**config.mk**
```make
export PLATFORM = sky130hd
export DESIGN_NAME = trig_stamp_flat
export DESIGN_NICKNAME = d
export VERILOG_FILES = /design/src/rtl/trig_stamp_if.sv /design/src/rtl/trig_stamp.sv /design/src/flat_wrapper.sv
export SDC_FILE = /design/constraint.sdc
export NUM_CORES = 1
export LEC_CHECK = 0
export ABC_AREA = 1
export CAP_MARGIN = 20
export CELL_PAD_IN_SITES_DETAIL_PLACEMENT = 1
export CELL_PAD_IN_SITES_GLOBAL_PLACEMENT = 2
export CORE_MARGIN = 1
export CORE_UTILIZATION = 40
export DETAILED_ROUTE_END_ITERATION = 10
export GPL_ROUTABILITY_DRIVEN = 1
export HOLD_SLACK_MARGIN = 0.08
export PLACE_DENSITY = 0.88
export SYNTH_ARGS = -nofsm -noshare
export SYNTH_HDL_FRONTEND = slang
export SYNTH_SLANG_ARGS = --single-unit
```
**constraint.sdc**
```tcl
create_clock -name clk -period 10.7 [get_ports clk]
set_input_delay 1.07 -clock clk [delete_from_list [all_inputs] [get_ports clk]]
set_output_delay 1.07 -clock clk [all_outputs]
set_load 0.005 [all_outputs]
```
**src/rtl/trig_stamp_if.sv**
```systemverilog
// Readout handshake between trig_stamp (master) and the CPU readout side (slave).
interface trig_stamp_if;
  logic [47:0] rec_data;
  logic        rec_valid;
  logic        rec_ready;

  modport master (output rec_data, output rec_valid, input rec_ready);
  modport slave  (input rec_data, input rec_valid, output rec_ready);
endinterface

```
**src/rtl/trig_stamp.sv**
```systemverilog
// Trigger/cycle time-stamper: builds 48-bit records per pulse into a FIFO drained via valid/ready.
// Optional TRIGSTAMP_OVFMARK_EN: after a drop, a type-11 overflow marker is queued ahead of new events.
module trig_stamp #(
  parameter int DEPTH_LOG2 = 4
) (
  input  logic                  clk,
  input  logic                  rst_n,
  input  logic                  enable,
  input  logic                  trigpulse,
  input  logic                  cyclebegin,
  input  logic                  cycleend,
  input  logic                  clr_ovf,
  output logic [DEPTH_LOG2:0]   fifo_count,
  output logic [15:0]           lostcnt,
  output logic                  overflow,
  trig_stamp_if.master          rdout
);
  localparam int DEPTH = 1 << DEPTH_LOG2;
  typedef logic [DEPTH_LOG2:0] cnt_t;
  localparam cnt_t FULL = cnt_t'(DEPTH);

  logic [31:0]           tcnt_q, tcnt;
  logic [13:0]           evnum, cycnum;
  logic [47:0]           mem [DEPTH];
  logic [DEPTH_LOG2-1:0] wr_ptr, rd_ptr, rd_next;
  logic                  full, pop, wr, trig_acc, mark_wr, mark_req;
  logic [1:0]            nev, ndrop;
  logic [47:0]           wdata;
  logic [15:0]           lost_base;
  logic [16:0]           lost_sum;
  cnt_t                  avail;

`ifdef TRIGSTAMP_OVFMARK_EN
  logic mark_pend;
  assign mark_req = mark_pend;
`else
  assign mark_req = 1'b0;
`endif

  // tcnt counts clks since the begin pulse: 0 in the pulse clk itself, 1 in the next.
  assign tcnt      = cyclebegin ? '0 : tcnt_q;
  assign full      = (fifo_count == FULL);
  assign pop       = rdout.rec_valid & rdout.rec_ready;
  assign rd_next   = rd_ptr + DEPTH_LOG2'(pop);
  assign avail     = fifo_count - cnt_t'(pop);
  assign nev       = 2'(enable & cyclebegin) + 2'(enable & cycleend) + 2'(enable & trigpulse);
  assign ndrop     = nev - 2'(wr & ~mark_wr);
  assign lost_base = clr_ovf ? '0 : lostcnt;
  assign lost_sum  = {1'b0, lost_base} + 17'(ndrop);

  always_comb begin
    wr       = 1'b0;
    mark_wr  = 1'b0;
    trig_acc = 1'b0;
    wdata    = '0;
    if (!full) begin
      if (mark_req) begin
        wr      = 1'b1;
        mark_wr = 1'b1;
        wdata   = {2'b11, lostcnt[13:0], tcnt};
      end else if (enable && cyclebegin) begin
        wr    = 1'b1;
        wdata = {2'b01, cycnum + 14'd1, 32'd0};
      end else if (enable && cycleend) begin
        wr    = 1'b1;
        wdata = {2'b10, cycnum, tcnt};
      end else if (enable && trigpulse) begin
        wr       = 1'b1;
        trig_acc = 1'b1;
        wdata    = {2'b00, evnum, tcnt};
      end
    end
  end

  always_ff @(posedge clk) begin
    if (wr) mem[wr_ptr] <= wdata;
  end

  always_ff @(posedge clk) begin
    if (!rst_n) begin
      tcnt_q          <= '0;
      evnum           <= '0;
      cycnum          <= '0;
      wr_ptr          <= '0;
      rd_ptr          <= '0;
      fifo_count      <= '0;
      lostcnt         <= '0;
      overflow        <= 1'b0;
      rdout.rec_valid <= 1'b0;
      rdout.rec_data  <= '0;
`ifdef TRIGSTAMP_OVFMARK_EN
      mark_pend       <= 1'b0;
`endif
    end else begin
      tcnt_q     <= cyclebegin ? 32'd1 : ((tcnt_q == 32'hFFFF_FFFF) ? tcnt_q : tcnt_q + 32'd1);
      cycnum     <= cycnum + 14'(cyclebegin);
      evnum      <= cyclebegin ? '0 : evnum + 14'(trig_acc);
      wr_ptr     <= wr_ptr + DEPTH_LOG2'(wr);
      rd_ptr     <= rd_next;
      fifo_count <= fifo_count + cnt_t'(wr) - cnt_t'(pop);
      lostcnt    <= lost_sum[16] ? 16'hFFFF : lost_sum[15:0];
      overflow   <= (overflow & ~clr_ovf) | (ndrop != 2'd0);
      // Output register follows the entry behind the one being popped, giving 1 record/clk.
      rdout.rec_valid <= (avail != '0);
      if (avail != '0) rdout.rec_data <= mem[rd_next];
`ifdef TRIGSTAMP_OVFMARK_EN
      mark_pend <= (ndrop != 2'd0) | (mark_pend & ~mark_wr);
`endif
    end
  end
endmodule

```
**src/flat_wrapper.sv**
```systemverilog
// flat-port wrapper written by rule: the top's interface ports become plain ports
module trig_stamp_flat 
#(
  parameter int DEPTH_LOG2 = 4
)
  (clk, rst_n, enable, trigpulse, cyclebegin, cycleend, clr_ovf, fifo_count, lostcnt, overflow, rdout_rec_data, rdout_rec_valid, rdout_rec_ready);
  trig_stamp_if rdout_i ();
  input  logic clk;
  input  logic rst_n;
  input  logic enable;
  input  logic trigpulse;
  input  logic cyclebegin;
  input  logic cycleend;
  input  logic clr_ovf;
  output logic [DEPTH_LOG2:0] fifo_count;
  output logic [15:0] lostcnt;
  output logic overflow;
  output wire logic [$bits(rdout_i.rec_data)-1:0] rdout_rec_data;
  output wire logic [$bits(rdout_i.rec_valid)-1:0] rdout_rec_valid;
  input wire logic [$bits(rdout_i.rec_ready)-1:0] rdout_rec_ready;
  assign rdout_rec_data = rdout_i.rec_data;
  assign rdout_rec_valid = rdout_i.rec_valid;
  assign rdout_i.rec_ready = rdout_rec_ready;
  trig_stamp #(.DEPTH_LOG2(DEPTH_LOG2)) u_core (.clk(clk), .rst_n(rst_n), .enable(enable), .trigpulse(trigpulse), .cyclebegin(cyclebegin), .cycleend(cycleend), .clr_ovf(clr_ovf), .fifo_count(fifo_count), .lostcnt(lostcnt), .overflow(overflow), .rdout(rdout_i));
endmodule
```
==> flow_summary.json, run 1 <==
{
  "cts-root-buf": "clkbuf_16",
  "cts.sinks": 907,
  "fin_setup_tns_ns": 0,
  "slew_headroom_pct": 21.0,
  "layout-drive-gt1-share_pct": 6.74,
  "antenna_left": 0,
  "final_nets": 3868,
  "wl_um": 116000,
  "startpoint_type": "input port",
  "post-route-min-period_ns": 4.81,
  "crit_slowest_cell": "buf_2",
  "finalHoldViolCount": 0,
  "arrival_ns": 5.42,
  "antenna_found_initial": 0,
  "crit_family": "buffers and inverters",
  "drc": 0,
  "rrSetupSlack_ns": 6.40,
  "num_io_pins": 79,
  "wire_per_inst_um": 22.3,
  "io_buffer_count": 78,
  "tightest_slew_ns": 1.18,
  "grt_pass1_wl_um": 175000,
  "first_pass_iters": 5,
  "grtUsageTotal_pct": 23.6,
  "synth_nets": 3822,
  "num_rows": 113,
  "multi_input_area_sq_mm": 0.0110,
  "cp_slowest_stage_delay_ns": 0.60,
  "rsz0062_at_grt": "false",
  "gr-usage-met2_pct": 40.0,
  "seqCellArea_sq_mm": 0.0258,
  "hp-class": "register to register",
  "vdd_drop_max_mv": 0.206,
  "ys_seq_area_share_pct": 67.1,
  "ys_seq_elements": 907,
  "min_to": "u_core.evnum[2]",
  "yosys_warnings": 0,
  "instances_no_fill": 5182,
  "start_util_pct": 40.5,
  "vias": 28000,
  "synthCells": 3789,
  "ys.flop_type": "edfxtp_1",
  "fin_skew_ns": 0.0264,
  "timing.rr.start": "u_core.fifo_count[2]",
  "crit_chain": "buf_2 > nand2_1 > buf_4 > inv_1 > o21ai_0 > inv_1 > ha_1 > fa_1 > inv_1 > ha_1 > inv_1 > fa_1 > nor2_1 > nand2_1 > nor2_2 > nand3_2 > nand3_1 > nand2_1 > inv_1",
  "critical_path_class": "input port to register",
  "syn-cell-area_sq_mm": 0.0385,
  "synth_edf_count": 768,
  "power.switching_mw": 3.43,
  "yosysTopAreaCell": "edfxtp_1",
  "fin_crit_sh_pct": 45.0,
  "area_delta_synth_final_pct": 13.9,
  "avgSynthCellArea_sq_um": 10.2,
  "maxCapViolations": 0,
  "p_seq_share_pct": 40.7,
  "htreeDepth": 3,
  "cpMostUsedCell": "inv_1",
  "yosysUniqueCellTypes": 36,
  "cts_tree": "built",
  "grt_use_met1_pct": 30.6,
  "nFillCells": 10400,
  "first_iter_violations": 2335,
  "p_leak_nw": 16.6,
  "hp-start": "u_core.evnum[2]",
  "die_area_sq_mm": 0.0976,
  "reg2reg_to": "u_core.lostcnt[11]",
  "avgViaCountPerCell": 5.40,
  "power_mw": 10.2,
  "clock_latency_ns": 0.68,
  "die_y_um": 312,
  "critPathLaunch": "cyclebegin",
  "synth-async-reset-ratio_pct": 0,
  "p_int_mw": 6.79,
  "grt_pass1_vias": 29500,
  "crit_required_ns": 11.31,
  "run_status": "completed",
  "yosysTopAreaCellShare_pct": 59.8,
  "rr_worst_depth": 18,
  "die_w_um": 312,
  "fmax_mhz": 208,
  "power.density_mw_per_mm2": 233,
  "grt_max_degree": 210,
  "cts_setup_buffers": 0,
  "grt-ovfl-total": 0,
  "critPathBufInv": 7,
  "whs_path_depth": 2,
  "pwr-share-clk_pct": 32.4,
  "critPathMaxFanout": 35,
  "clk_pin_slew_ns": 0.06,
  "finalSetupViolCount": 0,
  "met3_usage_pct": 3.56,
  "synthTopCellsByArea": "edfxtp_1 (60%), nand2_1 (13%), nand3_1 (9.2%), dfxtp_1 (7.2%), inv_1 (2.4%)",
  "cts_made_buffers": 95,
  "busiest_layer": "met2",
  "maxSlewViolCount": 0,
  "end_kind": "register",
  "routabilityCongestion": 0.774,
  "cts_hold_buffers": 0,
  "dpl.hpwl_um": 59700,
  "swShare_pct": 33.6,
  "core_region_area_sq_mm": 0.0952,
  "cts_max_path_buffers": 3,
  "post_cts_resized": 0,
  "combPwrFrac_pct": 27.0,
  "post-place-cells": 4998
}
-- per-stage QoR --
| stage | hold slack [ns] | utilization, % | setup slack, ns | area [sq um] |
|---|---|---|---|---|
| finish | 0.522 | 46.1 | 5.89 | 43900 |
| global route | 0.537 | 46.1 | 5.49 | 43900 |
| CTS | 0.526 | 46.1 | 5.90 | 43800 |
| detailed placement | 0.517 | 42.8 | 5.19 | 40700 |
| global placement | 0.500 | 42.8 | 5.34 | 40700 |
| floorplan | 0.448 | - | 6.40 | 38500 |
-- worst min-delay path, cell delays in order, from the launching register on --
cell and delay (ns):
dfxtp_1 0.33, nor2_1 0.10, nor2_1 0.05
-- area by class of cell --
| cell class | instances | share of cell area, % |
|---|---|---|
| multi-input combinational | 2417 | 25.0 |
| inverter | 258 | 2.25 |
| clock buffer | 121 | 5.78 |
| sequential | 907 | 58.9 |
| antenna | 1 | 0.00570 |
| timing repair buffer | 156 | 3.18 |
| tap | 1265 | 3.61 |
| clock inverter | 57 | 1.26 |
-- power by group through the flow --
stage / Clock [mW] / Combinational (mW) / Sequential [mW]
after floorplan: 0 / 1.79 / 4.20
after global placement: 0 / 2.65 / 4.22
after detailed placement: 0 / 2.75 / 4.23
after CTS: 3.36 / 2.78 / 4.16
after global routing: 3.47 / 3.08 / 4.17
final: 3.31 / 2.76 / 4.16
-- cells in the mapped netlist, types with 19 or more instances --
cell / instances
nor3_1: 44
nand2_1: 1303
buf_2: 109
inv_1: 251
edfxtp_1: 768
nor2_1: 132
a21oi_1: 55
dfxtp_1: 139
buf_1: 19
o21ai_0: 44
nand3b_1: 50
ha_1: 22
nand3_1: 705
clkbuf_1: 76
-- metal layers --
metal	vias to the layer above	wire length (um)	share of wire, %
met4	0	3480	3.0
met1	14100	48700	42
met3	208	7390	6.4
met2	799	56100	48
met5	-	0	0
li1	12900	-	-
-- cell families after synthesis --
| family | synth area share [%] |
|---|---|
| and+or+nand+nor | 25.1 |
| DFF | 67.1 |
| buffers and inverters | 4.93 |
| xor gates and xnor gates | 0.341 |
| AOI/OAI and AO/OA | 1.64 |
| adders and majority gates | 0.870 |
-- registers in the layout, indices dropped and copies added, names as in the netlist --
register                flops
u_core.evnum               14
u_core.overflow             1
u_core.tcnt_q              32
u_core.wr_ptr               4
u_core.cycnum              14
u_core.rdout.rec_valid      1
u_core.fifo_count           5
u_core.rd_ptr               4
u_core.rdout.rec_data      48
u_core.mem                768
u_core.lostcnt             16
-- worst max-delay path by stage --
stage                                    end  slack [ns]  cells after the start
final                     u_core.lostcnt[11]        5.89                     19
after global placement    u_core.lostcnt[11]        5.34                     18
after global routing      u_core.lostcnt[11]        5.49                     18
after detailed placement  u_core.lostcnt[11]        5.19                     18
after floorplan             u_core.mem[0][0]        6.40                      7
after CTS                 u_core.lostcnt[11]        5.90                     18
-- cells in the final DEF, fill, tap and decap left out, drive strengths merged, types with 2 or more instances in the layout --
cell type / instances
nand2: 1305
edfxtp: 768
nand3: 707
inv: 260
dfxtp: 139
nor2: 137
clkbuf: 123
buf: 78
clkdlybuf4s50: 76
a21oi: 55
nand3b: 50
o21ai: 44
nor3: 44
clkinv: 40
ha: 22
nand4: 12
xor2: 10
a31oi: 9
bufinv: 9
clkinvlp: 6
xnor2: 5
o221ai: 3
or2: 3
fa: 3
o211ai: 2
a221oi: 2
(Power assumes the default switching activity.)
==> run 2, diff against run 1 <==
clock period = 4.9 ns   (was 10.7 ns; I/O delays follow)
==> run 2 against run 1 <==
Register-to-register slack worse by 5.5 ns. Critical path type is now register to register. Global-route usage up 1.2 points. Design area increased by 1.9%. Hold slack worse by 0.15 ns.
==> flow_summary.json, run 2 (same netlist as run 1, synthesis figures left out) <==
{
  "critical_path_class": "register to register",
  "drc": 0,
  "num_io_pins": 79,
  "grt-ovfl-total": 0,
  "multi_input_area_sq_mm": 0.0110,
  "cts_made_buffers": 97,
  "end_kind": "register",
  "power.density_mw_per_mm2": 514,
  "layout-drive-gt1-share_pct": 7.75,
  "power_mw": 23.0,
  "cts-root-buf": "clkbuf_16",
  "first_pass_iters": 5,
  "grt_max_degree": 231,
  "wire_per_inst_um": 23.4,
  "wl_um": 122000,
  "antenna_found_initial": 5,
  "routabilityCongestion": 0.772,
  "clk_pin_slew_ns": 0.06,
  "startpoint_type": "register",
  "die_y_um": 312,
  "htreeDepth": 3,
  "grt_pass1_wl_um": 184000,
  "nFillCells": 10400,
  "regMostFlops": "u_core.mem",
  "cts_tree": "built",
  "tightest_slew_ns": 1.41,
  "cts_setup_buffers": 0,
  "grtUsageTotal_pct": 24.8,
  "first_iter_violations": 2371,
  "area_delta_synth_final_pct": 16.1,
  "avgViaCountPerCell": 5.48,
  "arrival_ns": 4.63,
  "largest_reg_flops": 768,
  "grt_pass1_vias": 30000,
  "p_seq_share_pct": 39.5,
  "place_ws_ns": 0.529,
  "maxSlewViolCount": 0,
  "final_nets": 3894,
  "clock_latency_ns": 0.69,
  "core_region_area_sq_mm": 0.0952,
  "pwr-share-clk_pct": 34.1,
  "antenna_left": 0,
  "fin_ws_ns": 0.879,
  "die_w_um": 312,
  "crit_required_ns": 5.51,
  "fin_setup_tns_ns": 0,
  "cts_hold_buffers": 0,
  "vdd_drop_max_mv": 0.640,
  "rsz0062_at_grt": "false",
  "placed_area_sq_mm": 0.0413,
  "slew_headroom_pct": 6.28,
  "final_common_cell": "nand2_1",
  "p_leak_nw": 17.1,
  "p_int_mw": 15.3,
  "largestRegisters": "u_core.mem x768, u_core.rdout.rec_data x48, u_core.tcnt_q x32",
  "rrSetupSlack_ns": 0.88,
  "cts.sinks": 907,
  "hp-class": "input port to register",
  "critPathMaxFanout": 16,
  "vias": 28600,
  "run_status": "completed",
  "finalSetupViolCount": 0,
  "swShare_pct": 33.3,
  "finalHoldViolCount": 0,
  "dpl.hpwl_um": 65600,
  "combPwrFrac_pct": 26.4,
  "power.switching_mw": 7.65,
  "seqCellArea_sq_mm": 0.0258,
  "maxCapViolations": 0,
  "num_rows": 113,
  "fin_skew_ns": 0.0315,
  "fin_crit_sh_pct": 82.1,
  "post_cts_resized": 0,
  "io_buffer_count": 78,
  "die_area_sq_mm": 0.0976,
  "final_area_sq_mm": 0.0447,
  "start_util_pct": 40.5,
  "cts_max_path_buffers": 3,
  "post-route-min-period_ns": 4.02,
  "final_cell_mix": "nand2_1 (1300), edfxtp_1 (768), nand3_1 (705), inv_1 (248), dfxtp_1 (139)",
  "fmax_mhz": 249
}
[run 2: final timing paths]
kind / from / to / cells after the start
worst max-delay path: u_core.fifo_count[2] / u_core.lostcnt[12] / 19
worst min register to register: u_core.evnum[5] / u_core.evnum[5] / 1
worst min-delay path: rst_n / u_core.cycnum[0] / 3
worst max register to register: u_core.fifo_count[2] / u_core.lostcnt[12] / 19
[run 2: power groups by stage]
stage          clock, mW  sequential (mW)  combinational [mW]
2_1_floorplan          0             9.17                3.81
3_3_place_gp           0             9.22                5.79
3_5_place_dp           0             9.24                6.01
4_1_cts             7.91             9.08                6.08
5_1_grt             8.17             9.11                6.71
6_report            7.84             9.08                6.08
[run 2: final cells by class]
class	count	share of cell area [%]
flip-flops and latches	907	57.8
well taps	1265	3.54
clock buffers	123	5.87
inverters	258	2.19
diodes	1	0.00559
repair buffers	180	4.37
multi-input cells	2417	24.6
clock inverters	61	1.69
[run 2: metrics by stage]
step | instances | utilization (%) | hold slack (ns)
after detailed placement | 5023 | 43.4 | 0.505
final | 5212 | 47.0 | 0.372
after floorplan | 3789 | - | 0.448
after global placement | 5020 | 43.4 | 0.499
after CTS | 5207 | 47.0 | 0.342
after global routing | 5211 | 47.0 | 0.377
[run 2: metal layers]
layer / global-route usage (%) / part of all wire (%) / up-vias
met1: 32.4 / 43 / 14600
met3: 3.11 / 5.4 / 182
met5: 0 / 0.022 / -
met2: 42.9 / 50 / 846
li1: - / - / 13000
met4: 7.36 / 2.2 / 4
[run 2: worst max-delay path: stages, from the launching register on]
cell	delay (ns)
dfxtp_1	0.38
inv_2	0.08
ha_1	0.21
nand4_1	0.09
buf_4	0.20
o21ai_0	0.11
inv_1	0.07
buf_4	0.16
ha_1	0.25
fa_1	0.38
xnor2_1	0.26
inv_1	0.12
fa_1	0.47
nor2_1	0.13
nand2_1	0.14
nor2_2	0.22
nand3_2	0.34
nand3_1	0.21
nand2_1	0.06
inv_1	0.07
